===== src/rtl/tomasulo_pkg.sv =====
// Shared definitions for the Tomasulo front end: opcodes, instruction field
// positions, fetch/issue FSM states and the opcode-to-RS-group decode.
package tomasulo_pkg;

    localparam logic [3:0] OP_ADD = 4'd0;
    localparam logic [3:0] OP_SUB = 4'd1;
    localparam logic [3:0] OP_MUL = 4'd2;
    localparam logic [3:0] OP_DIV = 4'd3;

    localparam int OPC_MSB = 15;
    localparam int OPC_LSB = 12;
    localparam int RD_MSB  = 11;
    localparam int RD_LSB  = 8;
    localparam int RS1_MSB = 7;
    localparam int RS1_LSB = 4;
    localparam int RS2_MSB = 3;
    localparam int RS2_LSB = 0;

    typedef enum logic [1:0] {
        ST_IDLE  = 2'd0,
        ST_RUN   = 2'd1,
        ST_DRAIN = 2'd2,
        ST_DONE  = 2'd3
    } state_e;

    typedef enum logic [1:0] {
        CLS_ADD = 2'd0,
        CLS_MUL = 2'd1,
        CLS_ILL = 2'd2
    } op_class_e;

    function automatic op_class_e op_class(input logic [3:0] opc);
        case (opc)
            OP_ADD, OP_SUB: op_class = CLS_ADD;
            OP_MUL, OP_DIV: op_class = CLS_MUL;
            default:        op_class = CLS_ILL;
        endcase
    endfunction

endpackage


===== src/rtl/iq_fifo.sv =====
// In-order instruction queue: register-array FIFO with a combinational head
// so the issue logic can decode the oldest entry in the same cycle.
module iq_fifo #(
    parameter int DEPTH = 4,
    parameter int WIDTH = 16
) (
    input  logic                     clk,
    input  logic                     rst_n,
    input  logic                     push,
    input  logic [WIDTH-1:0]         push_data,
    input  logic                     pop,
    output logic [WIDTH-1:0]         head,
    output logic [$clog2(DEPTH):0]   count,
    output logic                     empty
);

    localparam int AW = $clog2(DEPTH);
    localparam int CW = AW + 1;

    logic [AW-1:0]    wr_ptr_q;
    logic [AW-1:0]    rd_ptr_q;
    logic [CW-1:0]    count_q;
    logic [WIDTH-1:0] mem_q [DEPTH];
    logic             full;
    logic             do_push;
    logic             do_pop;

    assign empty   = (count_q == '0);
    assign full    = (count_q == CW'(DEPTH));
    assign do_pop  = pop & ~empty;
    assign do_push = push & (~full | do_pop);
    assign head    = mem_q[rd_ptr_q];
    assign count   = count_q;

    // Power-of-two depth lets the pointers wrap by plain overflow.
    always_ff @(posedge clk or negedge rst_n) begin
        if (!rst_n) begin
            wr_ptr_q <= '0;
            rd_ptr_q <= '0;
            count_q  <= '0;
        end else begin
            if (do_push) wr_ptr_q <= wr_ptr_q + AW'(1);
            if (do_pop)  rd_ptr_q <= rd_ptr_q + AW'(1);
            case ({do_push, do_pop})
                2'b10:   count_q <= count_q + CW'(1);
                2'b01:   count_q <= count_q - CW'(1);
                default: count_q <= count_q;
            endcase
        end
    end

    always_ff @(posedge clk) begin
        if (do_push) mem_q[wr_ptr_q] <= push_data;
    end

endmodule


===== src/rtl/fetch_issue_ctrl.sv =====
// Fetch/issue sequencer: streams PROG_LEN words from a registered-read instruction
// memory through a small queue and issues them in order to the adder/multiplier RS.
module fetch_issue_ctrl
    import tomasulo_pkg::*;
#(
    parameter int PC_W     = 5,
    parameter int INSTR_W  = 16,
    parameter int IQ_DEPTH = 4,
    parameter int PROG_LEN = 6
) (
    input  logic               clock1,
    input  logic               rst_n,
    input  logic               start,
    output logic [PC_W-1:0]    pc,
    input  logic [INSTR_W-1:0] imem_rdata,
    output logic [INSTR_W-1:0] iss_instr,
    output logic               iss_add_valid,
    input  logic               iss_add_ready,
    output logic               iss_mul_valid,
    input  logic               iss_mul_ready,
    output logic [PC_W:0]      issue_cnt,
    output logic               busy,
    output logic               done,
    output logic               err
);

    localparam int              CNT_W    = $clog2(IQ_DEPTH) + 1;
    localparam logic [PC_W:0]   PROG_END = (PC_W + 1)'(PROG_LEN);
    localparam logic [CNT_W:0]  DEPTH_V  = (CNT_W + 1)'(IQ_DEPTH);

    state_e             state_q, state_d;
    logic [PC_W:0]      pc_q, pc_d;
    logic               pend_q, pend_d;
    logic [PC_W:0]      issue_cnt_q, issue_cnt_d;
    logic               err_q, err_d;
    logic [INSTR_W-1:0] last_instr_q;

    logic [INSTR_W-1:0] fifo_head;
    logic [CNT_W-1:0]   fifo_count;
    logic               fifo_empty;
    logic               fifo_pop;
    op_class_e          head_cls;
    logic               drop_illegal;
    logic               issue_fire;
    logic               fetch_req;
    logic [CNT_W:0]     occupancy;

    iq_fifo #(
        .DEPTH (IQ_DEPTH),
        .WIDTH (INSTR_W)
    ) u_iq (
        .clk       (clock1),
        .rst_n     (rst_n),
        .push      (pend_q),
        .push_data (imem_rdata),
        .pop       (fifo_pop),
        .head      (fifo_head),
        .count     (fifo_count),
        .empty     (fifo_empty)
    );

    assign head_cls      = op_class(fifo_head[OPC_MSB:OPC_LSB]);
    assign iss_add_valid = ~fifo_empty & (head_cls == CLS_ADD);
    assign iss_mul_valid = ~fifo_empty & (head_cls == CLS_MUL);
    assign drop_illegal  = ~fifo_empty & (head_cls == CLS_ILL);
    assign issue_fire    = (iss_add_valid & iss_add_ready) | (iss_mul_valid & iss_mul_ready);
    assign fifo_pop      = issue_fire | drop_illegal;

    // In-flight word counts against capacity; a pop in the same cycle earns no credit.
    assign occupancy = (CNT_W + 1)'(fifo_count) + (CNT_W + 1)'(pend_q);
    assign fetch_req = (state_q == ST_RUN) && (pc_q < PROG_END) && (occupancy < DEPTH_V);

    always_comb begin
        state_d     = state_q;
        pc_d        = pc_q;
        pend_d      = fetch_req;
        issue_cnt_d = issue_cnt_q + (PC_W + 1)'(issue_fire);
        err_d       = err_q | drop_illegal;
        case (state_q)
            ST_IDLE, ST_DONE: begin
                if (start) begin
                    state_d     = ST_RUN;
                    pc_d        = '0;
                    issue_cnt_d = '0;
                    err_d       = 1'b0;
                end
            end
            ST_RUN: begin
                if (pc_q == PROG_END) state_d = ST_DRAIN;
                else if (fetch_req)   pc_d    = pc_q + (PC_W + 1)'(1);
            end
            ST_DRAIN: begin
                if (!pend_q && (fifo_empty || (fifo_count == CNT_W'(1) && fifo_pop)))
                    state_d = ST_DONE;
            end
            default: state_d = ST_IDLE;
        endcase
    end

    always_ff @(posedge clock1 or negedge rst_n) begin
        if (!rst_n) begin
            state_q      <= ST_IDLE;
            pc_q         <= '0;
            pend_q       <= 1'b0;
            issue_cnt_q  <= '0;
            err_q        <= 1'b0;
            last_instr_q <= '0;
        end else begin
            state_q     <= state_d;
            pc_q        <= pc_d;
            pend_q      <= pend_d;
            issue_cnt_q <= issue_cnt_d;
            err_q       <= err_d;
            if (!fifo_empty) last_instr_q <= fifo_head;
        end
    end

    // An empty queue keeps presenting the most recent head.
    assign iss_instr = fifo_empty ? last_instr_q : fifo_head;
    assign pc        = pc_q[PC_W-1:0];
    assign issue_cnt = issue_cnt_q;
    assign busy      = (state_q == ST_RUN) || (state_q == ST_DRAIN);
    assign done      = (state_q == ST_DONE);
    assign err       = err_q;

endmodule

===== config.mk =====
export PLATFORM = sky130hd
export DESIGN_NAME = fetch_issue_ctrl
export DESIGN_NICKNAME = d
export VERILOG_FILES = /design/src/rtl/tomasulo_pkg.sv /design/src/rtl/iq_fifo.sv /design/src/rtl/fetch_issue_ctrl.sv
export SDC_FILE = /design/constraint.sdc
export NUM_CORES = 1
export LEC_CHECK = 0
export ABC_AREA = 1
export ABC_CLOCK_PERIOD_IN_PS = 4500
export CAP_MARGIN = 40
export CORE_ASPECT_RATIO = 0.8
export CORE_UTILIZATION = 60
export DETAILED_ROUTE_END_ITERATION = 8
export HOLD_SLACK_MARGIN = 0.03
export PLACE_DENSITY_LB_ADDON = 0.12
export SYNTH_ARGS = -nofsm -noshare
export SYNTH_HDL_FRONTEND = slang
export SYNTH_HIERARCHICAL = 1
export SYNTH_SLANG_ARGS = --single-unit

===== constraint.sdc =====
create_clock -name clock1 -period 4.5 [get_ports clock1]
set_input_delay 0.675 -clock clock1 [delete_from_list [all_inputs] [get_ports clock1]]
set_output_delay 0.675 -clock clock1 [all_outputs]
set_load 0.03 [all_outputs]

==> impl_metrics.yaml, run 1 <==
status:
  status: "finished clean"
worst_setup_path:
  endpoint_kind: "output pin"
  worstPathRequired_ps: 3830
  path_max_fanout: 50
  crit_type: "reg2out"
  startpoint_type: "register"
  worst_ep_arrival_time_ps: 3030
timing:
  setup_viol: 0
  slew_violations: 0
  rsz0062_at_grt: "no"
  worst_pin_slew_ps: 822
  final_hold_viol_count: 0
  fin_crit_ps: 3700
  fmax_mhz: 270
  fin_setup_tns_ps: 0
  finClkSkew_ps: 14.5
  max_slew_margin_pct: 45.2
  timing.final.crit_share_pct: 82.3
drt:
  drt_iter0_markers: 170
  finalWirelength_um: 7910
  ant_nets: 0
  first_pass_iters: 4
  wire_per_inst_um: 13.4
  vias_per_cell: 5.02
  vias: 2964
  drc: 0
synthesis:
  yosysMostFrequentCell: "nand2_1"
  synth_edf_count: 64
  syn-cell-area_um2: 4580
  synth_top_area_share_pct: 42.0
  avgSynthCellArea_um2: 10.6
  ys_seq_elements: 103
  netlist.top_cell.by_area: "edfxtp_1"
  synth_area_leaders: "edfxtp_1, dfrtp_1, nand2_1"
  synth_commonest_cells: "nand2_1, edfxtp_1, dfrtp_1"
  yosys_warnings: 6
  yosysSeqAreaShare_pct: 63.3
  syn-num-nets: 465
  synthArstFlopShare_pct: 37.9
  synth.distinct_cells: 33
  synth_ff_type: "edfxtp_1"
  synth_cells: 430
cells_and_area:
  num-nets-final: 515
  synthToLayoutAreaGrowth_pct: 15.6
  drive_above_1_share_pct: 13.4
  fill_cells: 544
  final-seq-area_um2: 2900
  multi_input_area_um2: 1300
  utilization_pct: 71.6
  diodes: 0
die:
  initial_core_util_pct: 61.9
  coreArea_um2: 7390
  fp.dieW_um: 99.7
  dieArea_um2: 7990
  io_pins: 53
  die_y_um: 80.1
  std_cell_rows: 28
clocking:
  clk_latency_ps: 360
  cts.sinks: 103
  htree_levels: 3
  cts_tree: "yes"
  ctsResizeCount: 0
  cts_buffers: 9
  cts_hold_buf: 0
  clockBufferDepth: 2
  clk_pin_slew_ps: 100
  cts-root-buf: "clkbuf_8"
  post_cts_buffers: 0
hold_path:
  hold_path_class: "in2async"
power_and_ir_drop:
  p_leak_nw: 2.27
  p_per_area_nw_per_um2: 741
  ir_worst_vdd_mv: 0.328
place:
  gp_congestion: 0.779
  hpwl_um: 5500
  portBuffers: 52
flow_run:
  maxCapViolations: 0
grt:
  grt_pass1_wl_um: 12900
  grt_overflow: 0
  grt_usage_pct: 21.7
  first_global_vias: 2638
  grt_max_degree: 51
  antenna_found_initial: 0
==> layer usage <==
| layer | up-vias | track usage, % | routed length [um] | share of wire [%] |
|---|---|---|---|---|
| li1 | 1498 | - | - | - |
| met1 | 1372 | 33.0 | 3890 | 49 |
| met2 | 92 | 31.1 | 3440 | 43 |
| met3 | 2 | 6.09 | 570 | 7.2 |
| met4 | 0 | 4.56 | 20 | 0.25 |
| met5 | - | 0 | 0 | 0 |
==> cell usage in the layout (no fill, tap or decap), types with 2 or more instances in the layout <==
cell type	Yosys	routed
nor2_1	35	35
edfxtp_1	64	64
clkdlybuf4s50_1	0	51
a21oi_1	4	4
nor3_1	3	3
dfrtp_1	39	39
inv_1	34	34
nand3_2	2	2
nand3_1	12	12
clkbuf_8	0	9
nor2_2	16	16
nand4_1	2	2
nand2_1	117	117
ha_1	13	13
clkinv_4	0	3
inv_8	1	2
o21ai_0	5	5
buf_4	7	5
inv_2	18	18
o21ai_1	19	19
or2_2	2	2
o211ai_1	16	16
==> worst paths after layout <==
| check | startpoint | to | slack (ps) | cells past startpoint |
|---|---|---|---|---|
| max reg2reg | u_iq/rd_ptr_q[0]$_DFFE_PN0P_ | u_iq/count[2]$_DFFE_PN0P_ | 1020 | 19 |
| min reg2reg | issue_cnt[5]$_DFF_PN0_ | issue_cnt[5]$_DFF_PN0_ | 460 | 1 |
| min in group clock1 | issue_cnt[5]$_DFF_PN0_ | issue_cnt[5]$_DFF_PN0_ | 460 | 1 |
| max | u_iq/rd_ptr_q[0]$_DFFE_PN0P_ | iss_add_valid | 800 | 9 |
| min | rst_n | last_instr_q[10]$_DFF_PN0_ | 120 | 1 |
| max in group asynchronous | rst_n | last_instr_q[0]$_DFF_PN0_ | 3980 | 2 |
==> state kept, by name, summed over array words and instances (netlist names) <==
register / flops
u_iq/mem_q: 64
last_instr_q: 16
issue_cnt: 6
pc_q: 6
u_iq/count: 3
state_q: 2
u_iq/rd_ptr_q: 2
u_iq/wr_ptr_q: 2
err: 1
pend_q: 1
==> where the power goes <==
part	total (W)	internal [W]	switching (W)
logic	0.00198	0.000715	0.00126
clock network	0.000522	0.000210	0.000312
registers	0.00142	0.00125	0.000168
total	0.00392	0.00218	0.00174
==> worst max-delay path, cell delays in order (launching register included) <==
cell             delay [ps]
dfrtp_1                 890
inv_8                   260
nor2_2                  140
nor2_1                   50
o21ai_1                 100
nand2_1                  90
nor2_1                  180
inv_1                    90
nor3_1                  150
clkdlybuf4s50_1         700
==> logic make-up after synthesis <==
logic type	count (synthesis)	synth area share (%)
flops	103	63.3
fa+ha+maj	14	3.99
simple gates	193	18.1
buf+inv	72	8.28
compound gates	47	6.20
xor+xnor	1	0.191
==> through the flow <==
stage | hold slack [ps] | setup slack [ps] | std cells | total power [W] | instance area [um^2]
2_1_floorplan | 379 | 1880 | 430 | 0.00286 | 4580
3_3_place_gp | 447 | 1200 | 573 | 0.00336 | 5090
3_5_place_dp | 457 | 1050 | 574 | 0.00342 | 5110
4_1_cts | 100 | 789 | 590 | 0.00395 | 5290
5_1_grt | 96.2 | 508 | 590 | 0.00423 | 5290
6_report | 119 | 798 | 590 | 0.00392 | 5290
==> final cells by class <==
type,count,share of cell area [%]
inverter,53,3.90
tap,105,2.48
sequential,103,54.8
timing repair buffer,58,10.8
clock buffer,10,2.41
clock inverter,6,1.02
multi-input combinational,255,24.6
Power figures use the tool's default switching activity.
==> run 2: changes to the inputs <==
--- a/config.mk
+++ b/config.mk
@@ -6,10 +6,10 @@
 export NUM_CORES = 1
 export LEC_CHECK = 0
 export ABC_AREA = 1
-export ABC_CLOCK_PERIOD_IN_PS = 4500
+export ABC_CLOCK_PERIOD_IN_PS = 3550
 export CAP_MARGIN = 40
 export CORE_ASPECT_RATIO = 0.8
-export CORE_UTILIZATION = 60
+export CORE_UTILIZATION = 56
 export DETAILED_ROUTE_END_ITERATION = 8
 export HOLD_SLACK_MARGIN = 0.03
 export PLACE_DENSITY_LB_ADDON = 0.12
==> constraint.sdc (replaced) <==
create_clock -name clock1 -period 3.55 [get_ports clock1]
set_input_delay 0.5325 -clock clock1 [delete_from_list [all_inputs] [get_ports clock1]]
set_output_delay 0.5325 -clock clock1 [all_outputs]
set_load 0.03 [all_outputs]
==> run 2 against run 1 <==
Effect of this change: worst hold slack worse by 15 ps; largest power group unchanged; critical path type unchanged; critical path depth fell by 1; power increased by 30%; clock skew is essentially flat; via count up 1.7%; highest routed layer unchanged; non-clock buffer count increased by 3.
==> impl_metrics.yaml, run 2 (synthesis results as in run 1) <==
timing:
  rsz0062_at_grt: "no"
  timing.final.crit_share_pct: 90.1
  worst_pin_slew_ps: 519
  fmax_mhz: 313
  max_slew_margin_pct: 65.4
  slew_violations: 0
  final_hold_viol_count: 0
  fin_crit_ps: 3200
  setup_viol: 0
  fin_setup_tns_ps: 0
  finClkSkew_ps: 14.8
  fin_hold_ws_ps: 104
worst_setup_path:
  critical-path-max-stage-delay_ps: 720
  path_max_fanout: 50
  startpoint_type: "register"
  ff2ff_path_depth: 18
  slowest_stage: "clkdlybuf4s50_1"
  cp_cell_sequence: "inv_8, nand2_1, o211ai_1, nand2_1, nor2_1, inv_1, nor3_1, clkdlybuf4s50_1"
  cp.buffers_inverters: 3
  worstReg2RegEnd: "u_iq/count[2]$_DFFE_PN0P_"
  endpoint_kind: "output pin"
  worst_ep_arrival_time_ps: 2670
  r2r_slack_ps: 510
  r2r-start: "u_iq/rd_ptr_q[0]$_DFFE_PN0P_"
  crit_family: "buffers and inverters"
  worstPathRequired_ps: 3020
  crit_top_cell: "nand2_1"
  crit_type: "reg2out"
clocking:
  cts_tree: "yes"
  cts.sinks: 103
  cts_buffers: 9
  post_cts_buffers: 0
  cts-root-buf: "clkbuf_8"
  clk_latency_ps: 360
  clk_pin_slew_ps: 100
  cts_hold_buf: 0
  clockBufferDepth: 2
  htree_levels: 3
  ctsResizeCount: 0
drt:
  first_pass_iters: 4
  vias: 3014
  drt_iter0_markers: 174
  drc: 0
  finalWirelength_um: 8500
  vias_per_cell: 5.06
  ant_nets: 0
  wire_per_inst_um: 14.3
power_and_ir_drop:
  ir_worst_vdd_mv: 0.529
  clockPowerShare_pct: 14.3
  power_frac_seq_pct: 34.6
  total_power_w: 0.00511
  power_switching_w: 0.00225
  p_leak_nw: 2.30
  p_int_w: 0.00287
  p_per_area_nw_per_um2: 956
  swShare_pct: 44.0
  power_frac_comb_pct: 51.1
place:
  gp_congestion: 0.738
  post_dp_cell_area_um2: 5140
  hpwl_um: 5840
  portBuffers: 52
die:
  coreArea_um2: 7910
  dieArea_um2: 8550
  die_y_um: 82.9
  fp.dieW_um: 103
  initial_core_util_pct: 57.9
  io_pins: 53
  std_cell_rows: 29
grt:
  grt_overflow: 0
  grt_pass1_wl_um: 14200
  grt_usage_pct: 22.7
  first_global_vias: 2952
  antenna_found_initial: 0
  grt_max_degree: 51
cells_and_area:
  utilization_pct: 67.6
  top_regs: "u_iq/mem_q x64, last_instr_q x16"
  top_register: "u_iq/mem_q"
  num-nets-final: 518
  diodes: 0
  design_area_um2: 5350
  final_common_cell: "nand2_1"
  synthToLayoutAreaGrowth_pct: 16.8
  mostFrequentLayoutCells: "nand2_1, edfxtp_1, clkdlybuf4s50_1"
  drive_above_1_share_pct: 14.1
  largest_reg_flops: 64
status:
  status: "finished clean"
hold_path:
  hold_path_class: "in2async"
flow_run:
  maxCapViolations: 0
[run 2: routing by layer]
metal | routed length, um | GRT usage [%] | share of wire (%)
met1 | 3930 | 31.4 | 46
met4 | 123 | 7.30 | 1.4
met2 | 3890 | 33.8 | 46
met3 | 555 | 7.58 | 6.5
met5 | 0 | 0 | 0
[run 2: layout make-up]
type | instances | area, um^2
Timing Repair Buffer | 61 | 603
Sequential cell | 103 | 2900
Multi-Input combinational cell | 255 | 1300
Clock buffer | 10 | 138
Tap cell | 108 | 135
Fill cell | 625 | 2560
Clock inverter | 6 | 65.1
Inverter | 53 | 206
[run 2: worst register-to-register path, stage by stage, from the launching register on]
cell and delay [ps]:
dfrtp_1 450, inv_8 270, nand2_1 90, o211ai_1 110
nand2_1 120, nor2_1 210, inv_1 100, nand2_1 110
nand3_2 130, nor2_1 120, nand2_1 120, nand2_2 160
ha_1 190, inv_1 70, fa_1 390, nand2_1 110
nand3_1 80, nand2_1 70, nand2_1 50
[run 2: how the worst max path moves through the flow]
stage / start / to / slack, ps / cells past startpoint
global route: u_iq/rd_ptr_q[0]$_DFFE_PN0P_ / iss_mul_valid / 150 / 8
CTS: u_iq/rd_ptr_q[0]$_DFFE_PN0P_ / iss_mul_valid / 330 / 8
global placement: u_iq/rd_ptr_q[1]$_DFFE_PN0P_ / u_iq/count[2]$_DFFE_PN0P_ / 730 / 18
floorplan: u_iq/rd_ptr_q[0]$_DFFE_PN0P_ / u_iq/mem_q[0][0]$_DFFE_PP_ / 930 / 13
finish: u_iq/rd_ptr_q[0]$_DFFE_PN0P_ / iss_mul_valid / 350 / 8
detailed placement: u_iq/rd_ptr_q[0]$_DFFE_PN0P_ / u_iq/count[2]$_DFFE_PN0P_ / 540 / 18
[run 2: through the flow]
step                std cells  setup slack, ps
floorplan                 430              932
global placement          579              729
detailed placement        580              542
CTS                       596              334
global route              596              155
finish                    596              351
[run 2: power by group through the flow]
stage	Clock (W)	Combinational (W)	Sequential (W)
2_1_floorplan	0	0.00187	0.00176
3_3_place_gp	0	0.00254	0.00178
3_5_place_dp	0	0.00262	0.00179
4_1_cts	0.000755	0.00264	0.00177
5_1_grt	0.000802	0.00290	0.00180
6_report	0.000732	0.00261	0.00177
==> run 3: changes to the inputs <==
--- a/config.mk
+++ b/config.mk
@@ -13,6 +13,7 @@
 export DETAILED_ROUTE_END_ITERATION = 8
 export HOLD_SLACK_MARGIN = 0.03
 export PLACE_DENSITY_LB_ADDON = 0.12
+export SKIP_CTS_REPAIR_TIMING = 1
 export SYNTH_ARGS = -nofsm -noshare
 export SYNTH_HDL_FRONTEND = slang
 export SYNTH_HIERARCHICAL = 1
==> results of run 3 <==
No change in the layout: final DEF, timing and power equal those of run 2.
